<file path="src/rtl/uart_frame_rx.sv">
// uart_frame_rx: samples an 8N1 serial line and assembles NBYTES bytes (first byte in LSBs) into one frame word.
// Optional build macro UART_RX_PARITY_EN switches to 8E1 reception with an even parity check per byte.
module uart_frame_rx #(
    parameter int BAUD_DIV     = 5208,
    parameter int NBYTES       = 5,
    parameter int TIMEOUT_BITS = 20
) (
    input  logic                sys_clk,
    input  logic                rst,
    input  logic                uart_rx,
    output logic [NBYTES*8-1:0] frame,
    output logic                frame_valid,
    output logic                frame_err,
    output logic                busy
);
    // frame_valid and frame_err are valid-only strobes with no ready: each is high
    // for exactly one cycle and the consumer must capture frame on the valid pulse.
    localparam int BCW = $clog2(BAUD_DIV);
    localparam int TOW = $clog2(TIMEOUT_BITS * BAUD_DIV + 1);
    localparam int BYW = $clog2(NBYTES) + 1;
    localparam logic [BCW-1:0] HALF_M1   = BCW'(BAUD_DIV / 2 - 1);
    localparam logic [BCW-1:0] FULL_M1   = BCW'(BAUD_DIV - 1);
    localparam logic [TOW-1:0] TO_M1     = TOW'(TIMEOUT_BITS * BAUD_DIV - 1);
    localparam logic [BYW-1:0] LAST_LANE = BYW'(NBYTES - 1);

`ifdef UART_RX_PARITY_EN
    typedef enum logic [2:0] {IDLE, START, DATA, PARITY, STOP} state_t;
`else
    typedef enum logic [1:0] {IDLE, START, DATA, STOP} state_t;
`endif

    state_t              state_q;
    state_t              state_d;
    logic                rx_meta;
    logic                rx_sync;
    logic                rx_sync_d;
    logic                rx_fall;
    logic                armed_q;
    logic                sample;
    logic [BCW-1:0]      baud_cnt_q;
    logic [2:0]          bit_cnt_q;
    logic [7:0]          shift_q;
    logic [BYW-1:0]      byte_cnt_q;
    logic [TOW-1:0]      to_cnt_q;
    logic [NBYTES*8-1:0] asm_q;
    logic                done_q;
    logic                par_ok;

    always_ff @(posedge sys_clk or posedge rst) begin
        if (rst) begin
            rx_meta   <= 1'b1;
            rx_sync   <= 1'b1;
            rx_sync_d <= 1'b1;
        end else begin
            rx_meta   <= uart_rx;
            rx_sync   <= rx_meta;
            rx_sync_d <= rx_sync;
        end
    end

    assign rx_fall = rx_sync_d & ~rx_sync;
    assign busy    = (state_q != IDLE);

    always_ff @(posedge sys_clk or posedge rst) begin
        if (rst) state_q <= IDLE;
        else     state_q <= state_d;
    end

    // sample marks the cycle on which the current bit (or start glitch check) is taken
    always_comb begin
        state_d = state_q;
        sample  = 1'b0;
        case (state_q)
            IDLE: begin
                if (armed_q && rx_fall) state_d = START;
            end
            START: begin
                if (baud_cnt_q == HALF_M1) begin
                    sample  = 1'b1;
                    state_d = rx_sync ? IDLE : DATA;
                end
            end
            DATA: begin
                if (baud_cnt_q == FULL_M1) begin
                    sample = 1'b1;
`ifdef UART_RX_PARITY_EN
                    if (bit_cnt_q == 3'd7) state_d = PARITY;
`else
                    if (bit_cnt_q == 3'd7) state_d = STOP;
`endif
                end
            end
`ifdef UART_RX_PARITY_EN
            PARITY: begin
                if (baud_cnt_q == FULL_M1) begin
                    sample  = 1'b1;
                    state_d = STOP;
                end
            end
`endif
            STOP: begin
                if (baud_cnt_q == FULL_M1) begin
                    sample  = 1'b1;
                    state_d = IDLE;
                end
            end
            default: state_d = IDLE;
        endcase
    end

`ifdef UART_RX_PARITY_EN
    logic par_q;

    always_ff @(posedge sys_clk or posedge rst) begin
        if (rst)                              par_q <= 1'b0;
        else if (state_q == PARITY && sample) par_q <= rx_sync;
    end

    assign par_ok = ~(^{shift_q, par_q});
`else
    assign par_ok = 1'b1;
`endif

    always_ff @(posedge sys_clk or posedge rst) begin
        if (rst) begin
            armed_q     <= 1'b0;
            baud_cnt_q  <= '0;
            bit_cnt_q   <= '0;
            shift_q     <= '0;
            byte_cnt_q  <= '0;
            to_cnt_q    <= '0;
            asm_q       <= '0;
            done_q      <= 1'b0;
            frame       <= '0;
            frame_valid <= 1'b0;
            frame_err   <= 1'b0;
        end else begin
            frame_valid <= 1'b0;
            frame_err   <= 1'b0;
            done_q      <= 1'b0;

            // a fresh start edge only counts once the line has been seen idle-high in IDLE
            if (state_q != IDLE) armed_q <= 1'b0;
            else if (rx_sync)    armed_q <= 1'b1;

            if (state_q == IDLE || sample) baud_cnt_q <= '0;
            else                           baud_cnt_q <= baud_cnt_q + 1'b1;

            if (state_q != DATA) bit_cnt_q <= '0;
            else if (sample)     bit_cnt_q <= bit_cnt_q + 1'b1;

            if (state_q == DATA && sample) shift_q <= {rx_sync, shift_q[7:1]};

            if (state_q == STOP && sample) begin
                if (rx_sync && par_ok) begin
                    asm_q[int'(byte_cnt_q)*8 +: 8] <= shift_q;
                    if (byte_cnt_q == LAST_LANE) begin
                        byte_cnt_q <= '0;
                        done_q     <= 1'b1;
                    end else begin
                        byte_cnt_q <= byte_cnt_q + 1'b1;
                    end
                end else begin
                    frame_err  <= 1'b1;
                    byte_cnt_q <= '0;
                    asm_q      <= '0;
                end
            end

            if (done_q) begin
                frame       <= asm_q;
                frame_valid <= 1'b1;
            end

            // inter-byte gap watchdog; a start edge on the expiry cycle still begins lane 0
            if (state_q != IDLE || byte_cnt_q == '0) begin
                to_cnt_q <= '0;
            end else if (to_cnt_q == TO_M1) begin
                to_cnt_q   <= '0;
                frame_err  <= 1'b1;
                byte_cnt_q <= '0;
                asm_q      <= '0;
            end else begin
                to_cnt_q <= to_cnt_q + 1'b1;
            end
        end
    end

endmodule
</file>
<file path="config.mk">
export PLATFORM = sky130hd
export DESIGN_NAME = uart_frame_rx
export DESIGN_NICKNAME = d
export VERILOG_FILES = /design/src/rtl/uart_frame_rx.sv
export SDC_FILE = /design/constraint.sdc
export NUM_CORES = 1
export LEC_CHECK = 0
export ABC_AREA = 1
export CORE_MARGIN = 2
export CORE_UTILIZATION = 42
export DETAILED_ROUTE_END_ITERATION = 16
export SLEW_MARGIN = 15
export SYNTH_ARGS = -nofsm -noshare
export SYNTH_HDL_FRONTEND = slang
export SYNTH_SLANG_ARGS = --single-unit
</file>
<file path="constraint.sdc">
create_clock -name sys_clk -period 4.22 [get_ports sys_clk]
set_input_delay 0.844 -clock sys_clk [delete_from_list [all_inputs] [get_ports sys_clk]]
set_output_delay 0.844 -clock sys_clk [all_outputs]
set_load 0.03 [all_outputs]
</file>
# [Word-level counts from Yosys, hierarchy flattened]
# Index checks and enable logic that the tools add are counted.
[word_totals] word_cells=85 reg_bits=134 out_inout_bits=43 in_bits=3
[classes] bitwise_logic=2 n_addsub=5 n_eq_ne=14 muxes=35 n_shift=2 reduce_logical=12
[ops] op="40-bit 2-to-1 mux" count=4
[ops] op="40-bit bitwise mux" count=1
[ops] op="8-bit by 33-bit variable shift with 40-bit output (first input constant)" count=1
[ops] op="8-bit by 33-bit indexed part select with 40-bit output" count=1
[ops] op="17-bit 2-to-1 mux" count=2
[ops] op="7-bit negator with 33-bit output" count=1
[ops] op="4-bit 2-to-1 mux" count=5
[ops] op="17-bit by 1-bit adder with 17-bit output (second input constant)" count=1
[ops] op="17-bit equality test (second input constant)" count=1
[ops] op="13-bit by 1-bit adder with 13-bit output (second input constant)" count=1
[ops] op="13-bit by 12-bit equality test with 1-bit output (second input constant)" count=1
[ops] op="13-bit equality test (second input constant)" count=1
[ops] op="13-bit 2-to-1 mux" count=1
[ops] op="1-bit 2-to-1 mux" count=12
[ops] op="2-bit 2-to-1 mux" count=6
[ops] op="2-bit inequality test (second input constant)" count=6
[ops] op="2-bit one-hot mux with 4 select lines" count=1
[ops] op="3-bit 2-to-1 mux" count=2
[ops] op="2-bit nonzero test" count=3
[ops] op="5-bit AND reduction" count=1
[ops] op="4-bit by 1-bit adder with 4-bit output (second input constant)" count=1
[ops] op="2-bit equality test (second input constant)" count=2
[ops] op="4-bit by 3-bit equality test with 1-bit output (second input constant)" count=1
[ops] op="4-bit zero test" count=1
[ops] op="10 further kinds" count=13

# [Logic depth before layout (Yosys ltp)]
# Gate-level depths: netlist of the first run.
[logic_depth] ltp_word=7 mapped_depth=13 depth_no_buf=12

# [Least setup slack after synthesis of the first run]
# No wires, ideal clock.
[synth_timing] kind="reg-to-reg" start="reg byte_cnt_q[0]" end="reg asm_q[6]" arrival_ns=1.927 period_less_slack_ns=2.045 t_required_ns=4.102 setup_ns=0.118 slack_ns=2.175 stages_incl_launch_ff=11 n_path_buf=2 cell_sequence="dfrtp_1 > inv_2 > ha_1 > buf_2 > clkinv_1 > nand2_1 > nor3_1 > nand3_4 > buf_6 > nor2_1 > nor2_2"
[synth_via] elab_chain_cells=7 word_cells_on_any_way=10 classes_between="1 x add/sub; 2 x shift; 5 x mux; 2 x reduce/logical"
[synth_lines] element="start, declared" line_no="43" rtl="logic [BYW-1:0] byte_cnt_q;"
[synth_lines] element="start signal, assigned" line_no="161" rtl="byte_cnt_q <= byte_cnt_q + 1'b1;"
[synth_lines] element="7-bit negator with 33-bit output" line_no="156" rtl="asm_q[int'(byte_cnt_q)*8 +: 8] <= shift_q;"
[synth_lines] element="8-bit by 33-bit indexed part select with 40-bit output or 8-bit by 33-bit variable shift with 40-bit output (tied branches)" line_no="156"
[synth_lines] element="40-bit bitwise mux" line_no="156"
[synth_lines] element="40-bit 2-to-1 mux" line_no="155" rtl="if (rx_sync && par_ok) begin"
[synth_lines] element="40-bit 2-to-1 mux" line_no="154" rtl="if (state_q == STOP && sample) begin"
[synth_lines] element="40-bit 2-to-1 mux" line_no="178" rtl="end else if (to_cnt_q == TO_M1) begin"
[synth_lines] element="40-bit 2-to-1 mux (*)" line_no="176" rtl="if (state_q != IDLE || byte_cnt_q == '0) begin"
[synth_lines] element="end signal, assigned by index" line_no="156"
[synth_lines] element="end, declared" line_no="45" rtl="logic [NBYTES*8-1:0] asm_q;"
# Mark *: on every way between the ends. The rest lies on a longest branch, timed or not.
# A chain may end at the register's enable or synchronous reset.

==> impl_metrics.toml, run 1 <==
[status]
status = "complete, no violations"

[power_and_ir_drop]
sequentialPowerShare_pct = 43.6
power_switching_uw = 670
power.density_mw_per_mm2 = 404
p_clk_share_pct = 52.5
p_sw_share_pct = 21.8
comb_power_share_pct = 3.9
power.total_mw = 3.07
p_leak_nw = 3.99
ir_drop_mv = 0.280
internal_power_mw = 2.40

[setup_path]
worstReg2RegStart = "byte_cnt_q[0]"
cp.required_ns = 3.38
r2r_end = "asm_q[1]"
crit_path_end_kind = "primary output"
cp-start-kind = "flop"
crit_type = "flop to primary output"
cp_max_fo = 6
r2r_slack_ns = 1.55
r2r_cells = 9
arrival_ns = 1.82

[logic_synthesis]
ys_ff_latch = 134
synth_cell_type_count = 34
postSynthCellCount = 812
ys_top_cells_by_area = "dfrtp_1, nor2_1, nand2_1"
synth-seq-area-share_pct = 52.6
synth_top_area_share_pct = 51.4
syn_nets = 823
synthDominantAreaCellType = "dfrtp_1"
synth-warning-count = 0
syn_area_mm2 = 0.00638
avgSynthCellArea_um2 = 7.86

[hold_path]
hold_class = "flop to flop"
hold_end = "rx_sync"
hp-start = "rx_meta"
whs_path_depth = 0

[layout]
stdcell_count = 1056
regArea_mm2 = 0.00336
fillers = 1467
syn2layout_area_growth_pct = 19.2
layout-drive-gt1-share_pct = 6.80
nets = 866
n_antenna_cell = 0
multi_input_area_mm2 = 0.00250

[global_route]
grt-ovfl-total = 0
first_global_vias = 4735
grt_pass1_wl_mm = 23.1
grt_use_total_pct = 17.7
antenna_found_initial = 0
grt_max_degree = 135

[sta]
skew_ns = 0.00748
rsz0062_at_grt = "false"
fmax_mhz = 375
slew_viol_final = 0
hold_violations = 0
slew_headroom_pct = 52.0
timing.hold.ws_ns = 0.355
tightest_slew_ns = 0.720
worst_slack_ns = 1.55
fin_tns_setup_ns = 0
period_share_pct = 63.2
setup_violations = 0
period_needed_ns = 2.67

[routing]
drc = 0
routed_wl_mm = 13.2
antenna_left = 0
vias = 5006
via_per_inst = 4.74
drt-initial-drc-count = 248
wl_per_cell_um = 12.5
detail_route.first_pass.iterations = 5

[place]
dp_hpwl_mm = 8.81
post-place-cells = 1024
gp_congestion = 0.886
place_ws_ns = 1.59
numPortBuffers = 45

[cts]
root_buffer = "clkbuf_16"
cts_resized = 0
cts-hold-fix-buffers = 0
post_cts_buffers = 0
clk_path_buf_depth = 2
cts_tree = "built"
htreeDepth = 4
path_clk_slew_ns = 0.06
cts_sinks = 134
clock_latency_ns = 0.42
cts_buffers = 17

[floorplanning]
dieArea_mm2 = 0.0162
core_mm2 = 0.0150
die_x_um = 127
rows = 45
ioPinCount = 46
dieHeight_um = 127
initial_utilization_pct = 42.5

[flow_run]
maxCapViolCount = 0
==> critical path: stages, from the launching register on <==
cell and delay (ns):
dfrtp_1 0.38, inv_1 0.11, nand2_1 0.20, clkdlybuf4s50_1 0.71
==> synth_stat cells (all sizes together) <==
master	instances
nor2	223
nand2	170
dfrtp	131
inv	101
a21oi	48
nand3	40
o21ai	22
nor3	17
clkbuf	12
buf	11
xor2	9
ha	8
nand4	7
dfstp	3
nor3b	2
a31o	1
and2	1
and3	1
clkinv	1
nand3b	1
o211a	1
o21bai	1
o311ai	1
==> layer usage <==
layer	track usage (%)	part of all wire, %
met5	0	0
met4	6.40	1.6
met3	3.73	3.4
met2	25.9	44
met1	26.2	51
==> layout make-up <==
class	instances	area share [%]
clock buffers	21	6.31
clock inverters	11	2.24
inverters	102	5.08
multi-input cells	553	32.9
flip-flops and latches	134	44.1
well taps	188	3.09
repair buffers	47	6.28
==> power by group through the flow <==
stage                     sequential [mW]  clock, mW  combinational (mW)
after global routing                 1.34       1.70               0.143
final                                1.34       1.61               0.121
after CTS                            1.34       1.64               0.125
after floorplan                      1.36          0              0.0963
after detailed placement             1.36          0               0.125
after global placement               1.36          0               0.124
==> how the worst max path moves through the flow <==
stage	startpoint	end	cells after the start
floorplan	rst	asynchronous set/reset pin	1
global placement	byte_cnt_q[0]	asm_q[7]	9
detailed placement	byte_cnt_q[0]	asm_q[5]	9
CTS	flop	busy	3
global route	byte_cnt_q[0]	asm_q[2]	9
finish	flop	busy	3
==> flip-flops by register name, indices dropped and copies added (netlist names), named ones only <==
name / count
bit_cnt_q: 3
frame_err: 1
armed_q: 1
state_q: 1
done_q: 1
rx_meta: 1
frame_valid: 1
baud_cnt_q: 13
asm_q: 40
rx_sync: 1
shift_q: 8
to_cnt_q: 17
frame: 40
byte_cnt_q: 4
rx_sync_d: 1
==> placed cells by master, fill, tap and decap left out, types with 2 or more instances in the layout <==
cell type        count
nand2_4              4
dfstp_2              3
clkbuf_16           17
nand3_4              2
nand2_1            165
nor3b_1              2
clkdlybuf4s50_1     45
nor2_2               3
nand3_1             38
bufinv_16            4
o21ai_0             22
ha_1                 8
clkinvlp_4           4
dfrtp_1            130
a21oi_1             47
nor3_1              17
inv_1               95
clkinv_2             2
inv_2                5
nor2_1             217
nand4_1              7
nor2_4               2
xor2_1               9
clkbuf_8             4
==> cells by family (layout without fill, tap and decap cells) <==
kind of cell	count (synthesis)	count (layout)	synth area share, %
AO/OA/AOI/OAI	74	74	6.10
XOR/XNOR	9	9	1.23
adder cells (fa/ha/maj)	8	8	1.57
buffers and inverters	125	181	8.19
flip-flops	134	134	52.6
AND/OR/NAND/NOR	462	462	30.3
==> per-stage QoR <==
stage,cell area (µm²),utilization [%]
after floorplan,6390,-
after global placement,6960,46.3
after detailed placement,6960,46.3
after CTS,7610,50.6
after global routing,7610,50.6
final,7610,50.6
(Power assumes the default switching activity.)
==> run 2: changes to the inputs <==
Clock period 4.22 ns to 2.76 ns, I/O delays scaled along.
==> impl_metrics.toml, run 2 (synthesized netlist as in run 1, its figures left out) <==
[floorplanning]
core_mm2 = 0.0150
rows = 45
dieHeight_um = 127
die_x_um = 127
ioPinCount = 46
dieArea_mm2 = 0.0162
initial_utilization_pct = 42.5

[cts]
cts_buffers = 17
post_cts_buffers = 0
clk_path_buf_depth = 2
cts_tree = "built"
cts-hold-fix-buffers = 0
path_clk_slew_ns = 0.06
cts_resized = 0
root_buffer = "clkbuf_16"
cts_sinks = 134
clock_latency_ns = 0.42
htreeDepth = 4

[sta]
slew_headroom_pct = 64.7
fin_tns_setup_ns = 0
period_share_pct = 86.3
slew_viol_final = 0
tightest_slew_ns = 0.526
period_needed_ns = 2.38
hold_violations = 0
rsz0062_at_grt = "false"
skew_ns = 0.0121
setup_violations = 0
fmax_mhz = 420

[global_route]
grt-ovfl-total = 0
first_global_vias = 4755
antenna_found_initial = 0
grt_pass1_wl_mm = 22.4
grt_max_degree = 70
grt_use_total_pct = 17.5

[place]
numPortBuffers = 45
post-place-cells = 1028
gp_congestion = 0.828
dp_hpwl_mm = 8.97

[flow_run]
maxCapViolCount = 0

[power_and_ir_drop]
p_leak_nw = 3.97
power.density_mw_per_mm2 = 571
ir_drop_mv = 0.357

[layout]
layout_commonest_cell = "nor2_1"
n_antenna_cell = 0
top_regs = "asm_q (40), frame (40), to_cnt_q (17)"
syn2layout_area_growth_pct = 18.6
stdcell_count = 1058
mostFrequentLayoutCells = "nor2_1, nand2_1, dfrtp_1, inv_1, a21oi_1"
layout-drive-gt1-share_pct = 6.67
nets = 870

[routing]
vias = 5004
drc = 0
antenna_left = 0
routed_wl_mm = 13.0
detail_route.first_pass.iterations = 4
drt-initial-drc-count = 235
wl_per_cell_um = 12.3
via_per_inst = 4.73

[setup_path]
arrival_ns = 1.83
cp-start-kind = "flop"
cp_max_fo = 6
cp_cell_sequence = "inv_1 -> nand2_1 -> clkdlybuf4s50_1"
crit_path_end_kind = "primary output"
cp_slowest_stage_delay_ns = 0.71
critPathBufInv = 2
crit_type = "flop to primary output"
cp_num_cells = 3
r2r_cells = 11
cp_slowest_cell = "clkdlybuf4s50_1"
cp.required_ns = 2.21
critPathTopFamily = "buffers and inverters"

[status]
status = "complete, no violations"

[hold_path]
hold_class = "flop to flop"
whs_path_depth = 0
[run 2: cell count changes in the layout (fill, tap and decap cells not counted), sizes merged]
cell / previous run / this run
bufinv: 4 / 1
buf: 2 / 6
clkbuf: 21 / 22
[run 2: metal layers]
metal	GRT usage, %	share of wire [%]	up-vias
met2	27.5	46	61
met5	0	0	-
met4	7.18	1.7	0
li1	-	-	2600
met1	23.4	50	2327
met3	4.19	3.1	16
[run 2: report_power, final]
group	switching [mW]	internal, mW	total, mW	leakage [nW]
clock	0.810	1.27	2.08	0.258
combinational	0.126	0.0616	0.187	1.86
sequential	0.0437	2.01	2.05	1.85
total	0.980	3.34	4.32	3.97
[run 2: path summary, 6_finish.rpt]
kind / endpoint / slack (ns) / startpoint
max: busy / 0.38 / state_q[0]
min: rx_sync / 0.36 / rx_meta
max reg2reg: asm_q[29] / 0.64 / byte_cnt_q[0]
min reg2reg: rx_sync / 0.36 / rx_meta
max in group asynchronous: rx_sync_d / 1.78 / rst
min in group asynchronous: frame[27] / 0.61 / rst
[run 2: area by class of cell]
type / count / area, µm²
multi-input cells: 553 / 2500
clock buffers: 22 / 464
clock inverters: 8 / 76.3
repair buffers: 51 / 546
flip-flops and latches: 134 / 3360
well taps: 188 / 235
fillers: 1492 / 7460
inverters: 102 / 387
[run 2: through the flow]
step / hold WS, ns / area (µm²) / setup WS (ns) / utilization, % / power, mW
6_report: 0.356 / 7570 / 0.377 / 50.4 / 4.32
5_1_grt: 0.359 / 7570 / 0.294 / 50.4 / 4.52
4_1_cts: 0.358 / 7570 / 0.363 / 50.4 / 4.38
3_5_place_dp: 0.349 / 7030 / 0.647 / 46.8 / 2.28
3_3_place_gp: 0.347 / 7030 / 0.701 / 46.8 / 2.28
2_1_floorplan: 0.345 / 6390 / 0.545 / - / 2.22
[run 2: worst reg2reg max path, cell delays in order, from the launching register on]
cell and delay (ns):
dfrtp_1 0.47, inv_2 0.19, ha_1 0.22, nand2_1 0.09, nor2_2 0.24, nor2_1 0.10, nand3_1 0.15, nand2_1 0.09
inv_2 0.11, buf_12 0.20, nand2_1 0.09, nor2_1 0.11
==> run 3: changes to the inputs <==
Settings changed: CELL_PAD_IN_SITES_DETAIL_PLACEMENT set to 1, CELL_PAD_IN_SITES_GLOBAL_PLACEMENT set to 1, PLACE_DENSITY_LB_ADDON set to 0.1, SKIP_LAST_GASP set to 1.
==> impl_metrics.toml, run 3 (synthesized netlist as in run 1, its figures left out) <==
[sta]
period_share_pct = 87.6
slew_viol_final = 0
worst_slack_ns = 0.344
fin_tns_setup_ns = 0
rsz0062_at_grt = "false"
tightest_slew_ns = 0.552
skew_ns = 0.00438
hold_violations = 0
fmax_mhz = 414
period_needed_ns = 2.42
setup_violations = 0
slew_headroom_pct = 63.1

[setup_path]
crit_path_end_kind = "primary output"
cp-start-kind = "flop"
cp_slowest_cell = "clkdlybuf4s50_1"
cp_max_fo = 6
r2r_slack_ns = 0.42
critPathBufInv = 2
cp_cell_sequence = "inv_1 -> nand2_1 -> clkdlybuf4s50_1"
arrival_ns = 1.86
critPathTopFamily = "buffers and inverters"
cp.required_ns = 2.21
cp_slowest_stage_delay_ns = 0.73
crit_type = "flop to primary output"

[cts]
clk_path_buf_depth = 2
cts_resized = 0
htreeDepth = 4
cts-hold-fix-buffers = 0
cts_sinks = 134
post_cts_buffers = 0
cts_buffers = 17
clock_latency_ns = 0.42
root_buffer = "clkbuf_16"
cts_tree = "built"
path_clk_slew_ns = 0.06

[floorplanning]
dieArea_mm2 = 0.0162
ioPinCount = 46
dieHeight_um = 127
rows = 45
die_x_um = 127
initial_utilization_pct = 42.5
core_mm2 = 0.0150

[power_and_ir_drop]
power_switching_mw = 1.01
p_sw_share_pct = 22.3
internal_power_mw = 3.52
p_clk_share_pct = 50.3
p_leak_nw = 3.99
sequentialPowerShare_pct = 45.4
power.total_mw = 4.53
power.density_mw_per_mm2 = 594
ir_drop_mv = 0.408
comb_power_share_pct = 4.3

[global_route]
grt_use_total_pct = 20.4
grt_max_degree = 72
first_global_vias = 5452
antenna_found_initial = 0
grt_pass1_wl_mm = 26.4
grt-ovfl-total = 0

[place]
place_ws_ns = 0.440
numPortBuffers = 45
gp_congestion = 0.791
dp_hpwl_mm = 10.9

[layout]
fillers = 1842
layout_commonest_cell = "nor2_1"
regArea_mm2 = 0.00336
syn2layout_area_growth_pct = 19.5
final_util_pct = 50.7
n_antenna_cell = 0
layout-drive-gt1-share_pct = 6.77
nets = 870
mostFrequentLayoutCells = "nor2_1, nand2_1, dfrtp_1, inv_1, a21oi_1"
top_regs = "asm_q (40), frame (40), to_cnt_q (17)"
multi_input_area_mm2 = 0.00250

[routing]
vias = 5276
drc = 0
routed_wl_mm = 15.4
detail_route.first_pass.iterations = 4
via_per_inst = 4.98
drt-initial-drc-count = 232
wl_per_cell_um = 14.5
antenna_left = 0

[hold_path]
hold_class = "flop to flop"

[status]
status = "complete, no violations"

[flow_run]
maxCapViolCount = 0
==> run 3: area by class of cell <==
type / instances / area share [%]
Timing Repair Buffer: 51 / 7.15
Tap cell: 188 / 3.08
Clock inverter: 6 / 1.20
Inverter: 102 / 5.07
Sequential cell: 134 / 44.0
Multi-Input combinational cell: 553 / 32.8
Clock buffer: 25 / 6.63
==> run 3: per-stage QoR <==
stage	instance area, µm²	instances	hold WS [ns]
6_report	7630	1059	0.358
5_1_grt	7630	1059	0.361
3_3_place_gp	7030	1028	0.349
4_1_cts	7630	1059	0.360
2_1_floorplan	6390	812	0.345
3_5_place_dp	7030	1028	0.352
==> run 3: worst paths after layout <==
kind | endpoint | cells after the start | from
max | busy | 3 | state_q[0]
max reg2reg | asm_q[18] | 11 | byte_cnt_q[0]
min | rx_sync | 0 | rx_meta
max in group asynchronous | rx_meta | 3 | rst
min reg2reg | rx_sync | 0 | rx_meta
min in group asynchronous | frame[26] | 3 | rst
==> run 3: per-layer routing <==
layer	wire [µm]	GRT usage [%]	vias up
met5	0	0	-
met4	299	8.02	0
met3	413	4.10	27
met2	7230	32.9	68
met1	7430	27.2	2580
li1	-	-	2601
==> run 3: power groups by stage <==
| stage | sequential [mW] | combinational, mW | clock, mW |
|---|---|---|---|
| after floorplan | 2.07 | 0.147 | 0 |
| after global placement | 2.08 | 0.193 | 0 |
| after detailed placement | 2.09 | 0.203 | 0 |
| after CTS | 2.05 | 0.202 | 2.33 |
| after global routing | 2.06 | 0.224 | 2.42 |
| final | 2.05 | 0.197 | 2.28 |
